`src/rtl/vec_exec_pipe_if.sv`:
```
// Handshake/data bundle for vec_exec_pipe: request side (valid_in/ready_out) and
// result side (valid_out/ready_in), plus flush.
interface vec_exec_pipe_if #(
  parameter int LANES = 9,
  parameter int EW    = 9,
  parameter int RW    = 32,
  parameter int TAGW  = 4
);
  logic                       valid_in;
  logic                       ready_out;
  logic [1:0]                 op;
  logic [LANES-1:0]           lane_en;
  logic [LANES-1:0][EW-1:0]   a;
  logic [LANES-1:0][EW-1:0]   b;
  logic [TAGW-1:0]            tag_in;
  logic                       flush;
  logic                       valid_out;
  logic                       ready_in;
  logic [LANES-1:0][EW-1:0]   vres;
  logic [RW-1:0]              sres;
  logic [TAGW-1:0]            tag_out;
  logic                       is_dot_out;

  modport slave (
    input  valid_in, op, lane_en, a, b, tag_in, flush, ready_in,
    output ready_out, valid_out, vres, sres, tag_out, is_dot_out
  );

  modport master (
    output valid_in, op, lane_en, a, b, tag_in, flush, ready_in,
    input  ready_out, valid_out, vres, sres, tag_out, is_dot_out
  );
endinterface

```
`src/rtl/vec_exec_pipe.sv`:
```
// vec_exec_pipe: 2-stage lane-wise VADD/VSUB/VMUL and VDOT unit with valid/ready, tag, mask, flush.
// Define VEC_EXEC_SAT_EN to saturate lane results instead of wrapping.

module vec_exec_lane #(
  parameter int EW = 9
) (
  input  logic [1:0]           op,
  input  logic                 en,
  input  logic signed [EW-1:0] a,
  input  logic signed [EW-1:0] b,
  output logic [EW-1:0]        elem,
  output logic [2*EW-1:0]      prod
);
  logic signed [2*EW-1:0] p_full;

  assign p_full = a * b;
  assign prod   = en ? p_full : '0;

`ifdef VEC_EXEC_SAT_EN
  localparam logic signed [2*EW-1:0] SMAX = {{(EW+1){1'b0}}, {(EW-1){1'b1}}};
  localparam logic signed [2*EW-1:0] SMIN = ~SMAX;
  logic signed [2*EW-1:0] wide;

  always_comb begin
    case (op)
      2'b00:   wide = a + b;
      2'b01:   wide = a - b;
      2'b10:   wide = p_full;
      default: wide = a;
    endcase
    if (!en)               elem = a;
    else if (wide > SMAX)  elem = SMAX[EW-1:0];
    else if (wide < SMIN)  elem = SMIN[EW-1:0];
    else                   elem = wide[EW-1:0];
  end
`else
  always_comb begin
    case (op)
      2'b00:   elem = a + b;
      2'b01:   elem = a - b;
      2'b10:   elem = p_full[EW-1:0];
      default: elem = a;
    endcase
    if (!en) elem = a;
  end
`endif
endmodule

module vec_exec_pipe #(
  parameter int LANES = 9,
  parameter int EW    = 9,
  parameter int RW    = 32,
  parameter int TAGW  = 4
) (
  input  logic          clk,
  input  logic          reset,
  vec_exec_pipe_if.slave bus
);
  localparam int STAGES = 2;

  typedef struct packed {
    logic                         dot;
    logic [TAGW-1:0]              tag;
    logic [LANES-1:0][EW-1:0]     elem;
    logic [LANES-1:0][2*EW-1:0]   prod;
  } s1_t;

  logic [STAGES:1]             vld_pipe;
  s1_t                         s1;
  logic [LANES-1:0][EW-1:0]    lane_elem;
  logic [LANES-1:0][2*EW-1:0]  lane_prod;
  logic [RW-1:0]               dot_sum;
  logic                        s2_load, s1_load, accept;

  for (genvar i = 0; i < LANES; i++) begin : g_lane
    vec_exec_lane #(.EW(EW)) u_lane (
      .op   (bus.op),
      .en   (bus.lane_en[i]),
      .a    (bus.a[i]),
      .b    (bus.b[i]),
      .elem (lane_elem[i]),
      .prod (lane_prod[i])
    );
  end

  // Stall only propagates backwards through full stages.
  assign s2_load       = !vld_pipe[2] || bus.ready_in;
  assign s1_load       = !vld_pipe[1] || s2_load;
  assign accept        = bus.valid_in && s1_load;
  assign bus.ready_out = s1_load;
  assign bus.valid_out = vld_pipe[2];

  always_comb begin
    dot_sum = '0;
    for (int i = 0; i < LANES; i++)
      dot_sum = dot_sum + {{(RW-2*EW){s1.prod[i][2*EW-1]}}, s1.prod[i]};
  end

  always_ff @(posedge clk or negedge reset) begin
    if (!reset) begin
      vld_pipe       <= '0;
      s1             <= '0;
      bus.vres       <= '0;
      bus.sres       <= '0;
      bus.tag_out    <= '0;
      bus.is_dot_out <= 1'b0;
    end else begin
      if (bus.flush) begin
        vld_pipe <= '0;
      end else begin
        if (s2_load) vld_pipe[2] <= vld_pipe[1];
        if (s1_load) vld_pipe[1] <= accept;
      end
      if (accept) begin
        s1.dot  <= (bus.op == 2'b11);
        s1.tag  <= bus.tag_in;
        s1.elem <= lane_elem;
        s1.prod <= lane_prod;
      end
      // Output registers only change on a real advance, so they hold under backpressure.
      if (s2_load && vld_pipe[1]) begin
        bus.tag_out    <= s1.tag;
        bus.is_dot_out <= s1.dot;
        bus.vres       <= s1.dot ? '0 : s1.elem;
        bus.sres       <= s1.dot ? dot_sum : '0;
      end
    end
  end
endmodule
```
`src/flat_wrapper.sv`:
```
// flat-port wrapper written by rule: the top's interface ports become plain ports
module vec_exec_pipe_flat 
#(
  parameter int LANES = 9,
  parameter int EW    = 9,
  parameter int RW    = 32,
  parameter int TAGW  = 4
)
  (clk, reset, bus_valid_in, bus_op, bus_lane_en, bus_a, bus_b, bus_tag_in, bus_flush, bus_ready_in, bus_ready_out, bus_valid_out, bus_vres, bus_sres, bus_tag_out, bus_is_dot_out);
  vec_exec_pipe_if #(.LANES(LANES), .EW(EW), .RW(RW), .TAGW(TAGW)) bus_i ();
  input  logic clk;
  input  logic reset;
  input wire logic [$bits(bus_i.valid_in)-1:0] bus_valid_in;
  input wire logic [$bits(bus_i.op)-1:0] bus_op;
  input wire logic [$bits(bus_i.lane_en)-1:0] bus_lane_en;
  input wire logic [$bits(bus_i.a)-1:0] bus_a;
  input wire logic [$bits(bus_i.b)-1:0] bus_b;
  input wire logic [$bits(bus_i.tag_in)-1:0] bus_tag_in;
  input wire logic [$bits(bus_i.flush)-1:0] bus_flush;
  input wire logic [$bits(bus_i.ready_in)-1:0] bus_ready_in;
  output wire logic [$bits(bus_i.ready_out)-1:0] bus_ready_out;
  output wire logic [$bits(bus_i.valid_out)-1:0] bus_valid_out;
  output wire logic [$bits(bus_i.vres)-1:0] bus_vres;
  output wire logic [$bits(bus_i.sres)-1:0] bus_sres;
  output wire logic [$bits(bus_i.tag_out)-1:0] bus_tag_out;
  output wire logic [$bits(bus_i.is_dot_out)-1:0] bus_is_dot_out;
  assign bus_i.valid_in = bus_valid_in;
  assign bus_i.op = bus_op;
  assign bus_i.lane_en = bus_lane_en;
  assign bus_i.a = bus_a;
  assign bus_i.b = bus_b;
  assign bus_i.tag_in = bus_tag_in;
  assign bus_i.flush = bus_flush;
  assign bus_i.ready_in = bus_ready_in;
  assign bus_ready_out = bus_i.ready_out;
  assign bus_valid_out = bus_i.valid_out;
  assign bus_vres = bus_i.vres;
  assign bus_sres = bus_i.sres;
  assign bus_tag_out = bus_i.tag_out;
  assign bus_is_dot_out = bus_i.is_dot_out;
  vec_exec_pipe #(.LANES(LANES), .EW(EW), .RW(RW), .TAGW(TAGW)) u_core (.clk(clk), .reset(reset), .bus(bus_i));
endmodule
```
`config.mk`:
```
export PLATFORM = sky130hd
export DESIGN_NAME = vec_exec_pipe_flat
export DESIGN_NICKNAME = d
export VERILOG_FILES = /design/src/rtl/vec_exec_pipe_if.sv /design/src/rtl/vec_exec_pipe.sv /design/src/flat_wrapper.sv
export SDC_FILE = /design/constraint.sdc
export NUM_CORES = 2
export LEC_CHECK = 0
export CORE_MARGIN = 1
export CORE_UTILIZATION = 45
export DETAILED_ROUTE_END_ITERATION = 10
export SLEW_MARGIN = 10
export SYNTH_ARGS = -nofsm -noshare
export SYNTH_HDL_FRONTEND = slang
export SYNTH_SLANG_ARGS = --single-unit
```
`constraint.sdc`:
```
create_clock -name clk -period 10.2 [get_ports clk]
set_input_delay 1.02 -clock clk [delete_from_list [all_inputs] [get_ports clk]]
set_output_delay 1.02 -clock clk [all_outputs]
set_load 0.03 [all_outputs]
```
# Word level (Yosys, flattened, before mapping)
# Index checks and enable logic that the tools add are counted.
dict set report totals {
  input_bits 182
  ff_bits 368
  word_cells 113
  output_inout_bits 120
}
dict set report op_classes {
  muxes 32
  eq_ne 3
  mul 9
  n_addsub 26
  n_reduce_logical 9
}
# cell n
set ops {}
lappend ops {{one-hot mux 9 bit (3 select lines)} 9}
lappend ops {{adder 32 bit} 7}
lappend ops {{multiplier 9 x 9 -> 18 bit} 9}
lappend ops {{two-way mux 18 bit} 9}
lappend ops {{adder 9 bit} 9}
lappend ops {{two-way mux 81 bit} 1}
lappend ops {{two-way mux 9 bit} 9}
lappend ops {{subtractor 9 bit} 9}
lappend ops {{two-way mux 32 bit} 1}
lappend ops {{adder 18 x 18 -> 19 bit} 1}
lappend ops {{== test 2 bit (second input constant)} 2}
lappend ops {{nonzero test 2 bit} 2}
lappend ops {{== test 2 x 1 -> 1 bit (second input constant)} 1}
lappend ops {{logical AND 1 bit} 2}
lappend ops {{logical NOT 1 bit} 2}
lappend ops {{logical NOT 2 bit} 1}
lappend ops {{logical OR 1 bit} 2}
lappend ops {{two-way mux 1 bit} 2}
lappend ops {{two-way mux 2 bit} 1}

# Depth between registers and ports, before layout
dict set report depth {
  word_depth 9
  depth_mapped 25
  ltp_nobuf 24
}

# Modules after synthesis
# From an unflattened synthesis, not the netlist that was laid out.
dict set report unflattened {
  hier_cells 5657
  area_unflattened_um2 52645.5
}
# module cells_per_inst instances area_each_um2 seq_area_each_um2
set by_module_without_submodules {}
lappend by_module_without_submodules {vec_exec_pipe 1465 1 17958.5 9058.7}
lappend by_module_without_submodules {{vec_exec_lane at u_core.g_lane[0].u_lane ...} 467 4 3883.7 0.0}
lappend by_module_without_submodules {{vec_exec_lane at u_core.g_lane[5].u_lane ...} 464 3 3816.2 0.0}
lappend by_module_without_submodules {{vec_exec_lane at u_core.g_lane[8].u_lane} 468 1 3877.5 0.0}
lappend by_module_without_submodules {{vec_exec_lane at u_core.g_lane[4].u_lane} 464 1 3826.2 0.0}

# Least setup slack after synthesis
# OpenSTA, ideal clock, no wires.
dict set report synth_timing {
  path_type {register to register}
  from {register u_core.s1[0] (netlist name)}
  to {register u_core.bus.sres[22]}
  path_buffers 1
  synth_period_minus_slack_ns 5.901
  required_time_ns 10.079
  setup_ns 0.121
  arrival_ns 5.780
  stages_incl_launch_ff 26
  path_slack_ns 4.299
  cell_sequence {dfrtp_1 -> ha_1 -> fa_1 -> a211oi_1 -> nor3_1 -> o221ai_1 -> a21oi_1 -> nand2_1 -> a21oi_1 -> a2111oi_0 -> a21oi_1 -> fa_1 -> inv_1 -> fa_1 -> inv_1 -> fa_1 -> inv_1 -> fa_1 -> ha_1 -> buf_6 -> a21o_1 -> a21oi_1 -> nor2b_2 -> a311o_2 -> xor2_1 -> a22o_1}
}
dict set report synth_via {
  elab_chain_cells 9
}
# element line_no
set synth_rtl {}
lappend synth_rtl {{from (decl)} vec_exec_pipe.sv:69} ;# s1_t s1;
lappend synth_rtl {{adder 18 x 18 -> 19 bit} vec_exec_pipe.sv:96} ;# dot_sum = dot_sum + {{(RW-2*EW){s1.prod[i][2*EW-1]}}, s1.prod[i]};
lappend synth_rtl {{adder 32 bit (7 in series)} vec_exec_pipe.sv:96}
lappend synth_rtl {{two-way mux 32 bit} vec_exec_pipe.sv:125} ;# bus.sres <= s1.dot ? dot_sum : '0;
lappend synth_rtl {{to (signal assigned)} vec_exec_pipe.sv:125}
lappend synth_rtl {{to (decl)} vec_exec_pipe_if.sv:26} ;# output ready_out, valid_out, vres, sres, tag_out, is_dot_out
# No other way between the ends.
# A chain may end at the register's enable or synchronous reset.

# Worst setup path in the final report
dict set report layout_timing {
  from {register u_core.s1[0] (netlist name)}
  to {register u_core.bus.sres[23]}
}
# Same word-level chain as after synthesis.

==> results.cfg <==
[clock_tree]
path_clk_slew_ns = 0.07
cts_hold_buf = 0
clock_path_buffers = 3
cts_resized = 0
root_buffer = clkbuf_16
cts.sinks = 368
post_cts_buffers = 0
cts_tree = yes
cts_made_buffers = 47
clock_latency_ns = 0.65
h-tree-depth = 2

[die]
dieArea_mm2 = 0.114
die_height_um = 338
core_area_mm2 = 0.112
ioPinCount = 302
rows = 123
die_x_um = 338
start_util_pct = 45.3

[critical_path]
timing.rr.start = u_core.s1[0]$_DFFE_PN0P_
endpoint_kind = register
r2r_cells = 24
cp_slowest_cell = fa_1
setup.worst_path.class = register to register
worstPathArrival_ns = 7.06
crit_fanout = 6
r2r_slack_ns = 3.70
slowest_delay_ns = 0.56
path_cells = ha_1 > fa_1 > a211oi_1 > nor3_1 > o221ai_1 > a21oi_1 > nand2_1 > a21oi_1 > a2111oi_0 > a21oi_1 > fa_1 > inv_1 > fa_1 > inv_1 > fa_1 > inv_1 > fa_1 > ha_1 > a21o_1 > a21oi_1 > nor2b_1 > a311o_1 > a21oi_1 > a21o_1
start_kind = register
worstPathRequired_ns = 10.77
regToRegEndpoint = u_core.bus.sres[23]$_DFFE_PN0P_

[timing]
finalCritPeriodShare_pct = 63.7
setup_viol = 0
tightest_slew_ns = 1.18
fin_skew_ns = 0.0429
slew-limit-headroom_pct = 21.0
rsz0062_at_grt = no
min_period_ns = 6.50
hold_violations = 0
maxSlewViolCount = 0
fmax_mhz = 154
totalNegativeSetupSlack_ns = 0

[drt]
antenna_left = 0
drc = 0
vias = 38755
dr.pass1.iters = 6
dr.first_iter.drc_count = 2437
routedWlPerCell_um = 19.4
drt-vias-per-instance = 5.27
routed_wl_um = 143000

[grt]
grt_overflow = 0
grt_start_max_net_pins = 140
grt_usage_pct = 25.4
antenna_found_initial = 4
grt_pass1_wl_um = 229000
grt_pass1_vias = 40432

[yosys]
yosysMostFrequentCell = nand2_1
netlist_area_mm2 = 0.0509
syn-instance-count = 5731
synthFlopType = dfrtp_1
synthDistinctLibCells = 74
synth_top_area_cell = fa_1
synth_commonest_cells = nand2_1, inv_1, fa_1
ys_top_cells_by_area = fa_1, dfrtp_1, ha_1
synth_top_area_share_pct = 29.7
avgSynthCellArea_um2 = 8.88
synth.net_count = 7143
ys_ff_latch = 368
synthArstFlopShare_pct = 100
ys_warn_count = 0
yosysSeqAreaShare_pct = 18.1
synth_edf_count = 0

[placement]
hpwl_um = 114000
numPortBuffers = 301
gp_congestion = 0.904

[layout]
area_growth_pct = 11.1
fillers = 10689
final_nets = 7226
drive_above_1_share_pct = 2.32

[min_path]
hold_path_class = primary input to async pin

[run_status]
outcome = completed

[run]
maxCapViolCount = 0
[worst max path at each step]
stage / from / end / slack, ns
after floorplan: u_core.s1[0]$_DFFE_PN0P_ / u_core.bus.sres[22]$_DFFE_PN0P_ / 4.30
after CTS: u_core.s1[0]$_DFFE_PN0P_ / u_core.bus.sres[29]$_DFFE_PN0P_ / 3.73
final: u_core.s1[0]$_DFFE_PN0P_ / u_core.bus.sres[23]$_DFFE_PN0P_ / 3.70
after global placement: bus_b[73] / u_core.s1[161]$_DFFE_PN0P_ / 3.81
after detailed placement: u_core.s1[0]$_DFFE_PN0P_ / u_core.bus.sres[23]$_DFFE_PN0P_ / 3.71
after global routing: u_core.s1[0]$_DFFE_PN0P_ / u_core.bus.sres[25]$_DFFE_PN0P_ / 3.36
[logic make-up after synthesis]
| group | Yosys count | synth area share (%) |
|---|---|---|
| AOI/OAI and AO/OA | 878 | 10.6 |
| xor gates and xnor gates | 314 | 5.40 |
| adders and majority gates | 1230 | 41.4 |
| buffers and inverters | 1169 | 8.69 |
| DFF | 368 | 18.1 |
| muxes | 24 | 0.477 |
| and+or+nand+nor | 1748 | 15.4 |
[sequential cells by signal (all words and copies together), names as in the netlist]
name                   count
u_core.bus.is_dot_out      1
u_core.bus.sres           32
u_core.bus.tag_out         4
u_core.bus.vres           81
u_core.s1                248
u_core.vld_pipe            2
[worst max-delay path, delay by kind of cell (launching register included)]
family,cells,cell delay (ns)
buf+inv,3,0.16
fa+ha+maj,7,2.99
flops,1,0.39
simple gates,3,0.29
compound gates,11,2.64
[routing by layer]
metal	part of all wire (%)	track usage [%]	wire length [um]
met1	46	35.6	65100
met2	47	41.5	67000
met3	5.1	3.37	7310
met4	2.5	6.32	3550
met5	0.015	0	22
[per-stage QoR]
step | instance area (um^2) | setup slack (ns) | std cells | hold slack (ns) | util (%)
after detailed placement | 54900 | 3.71 | 7265 | 0.455 | 48.9
after floorplan | 50900 | 4.30 | 5731 | 0.439 | -
after CTS | 56500 | 3.73 | 7351 | 0.274 | 50.3
after global placement | 54900 | 3.81 | 7265 | 0.450 | 48.9
after global routing | 56600 | 3.36 | 7353 | 0.304 | 50.3
final | 56600 | 3.70 | 7353 | 0.294 | 50.3
[placed cells by master, fill, tap and decap left out, types with 12 or more instances in the layout]
cell | netlist | layout
a21o_1 | 69 | 69
a21oi_1 | 169 | 169
a221oi_1 | 50 | 50
a31oi_1 | 20 | 20
and2_1 | 249 | 248
buf_4 | 0 | 26
clkbuf_16 | 0 | 47
clkdlybuf4s50_1 | 0 | 298
dfrtp_1 | 368 | 368
fa_1 | 756 | 756
ha_1 | 474 | 474
inv_1 | 868 | 868
mux2i_1 | 22 | 22
nand2_1 | 977 | 976
nand2b_1 | 113 | 111
nand3_1 | 61 | 61
nor2_1 | 223 | 223
nor2b_1 | 33 | 31
nor3_1 | 41 | 41
o21a_1 | 23 | 23
o21ai_0 | 276 | 276
o21ai_1 | 87 | 87
o21bai_1 | 12 | 12
o22ai_1 | 25 | 25
o31ai_1 | 52 | 52
o41ai_1 | 12 | 12
xnor2_1 | 210 | 210
xor2_1 | 104 | 104
[area by class of cell]
cell class,count,area (um^2),area share [%]
clock inverter,24,353,0.624
timing repair buffer,326,3210,5.68
antenna,2,5.00,0.00885
tap,1500,1880,3.32
sequential,368,9210,16.3
inverter,877,3290,5.83
multi-input combinational,4194,37300,66.0
clock buffer,62,1290,2.29
Power is left out: the tool's default activity adds up to more than one toggle a clock period on the data nets, which glitch-free logic cannot reach.
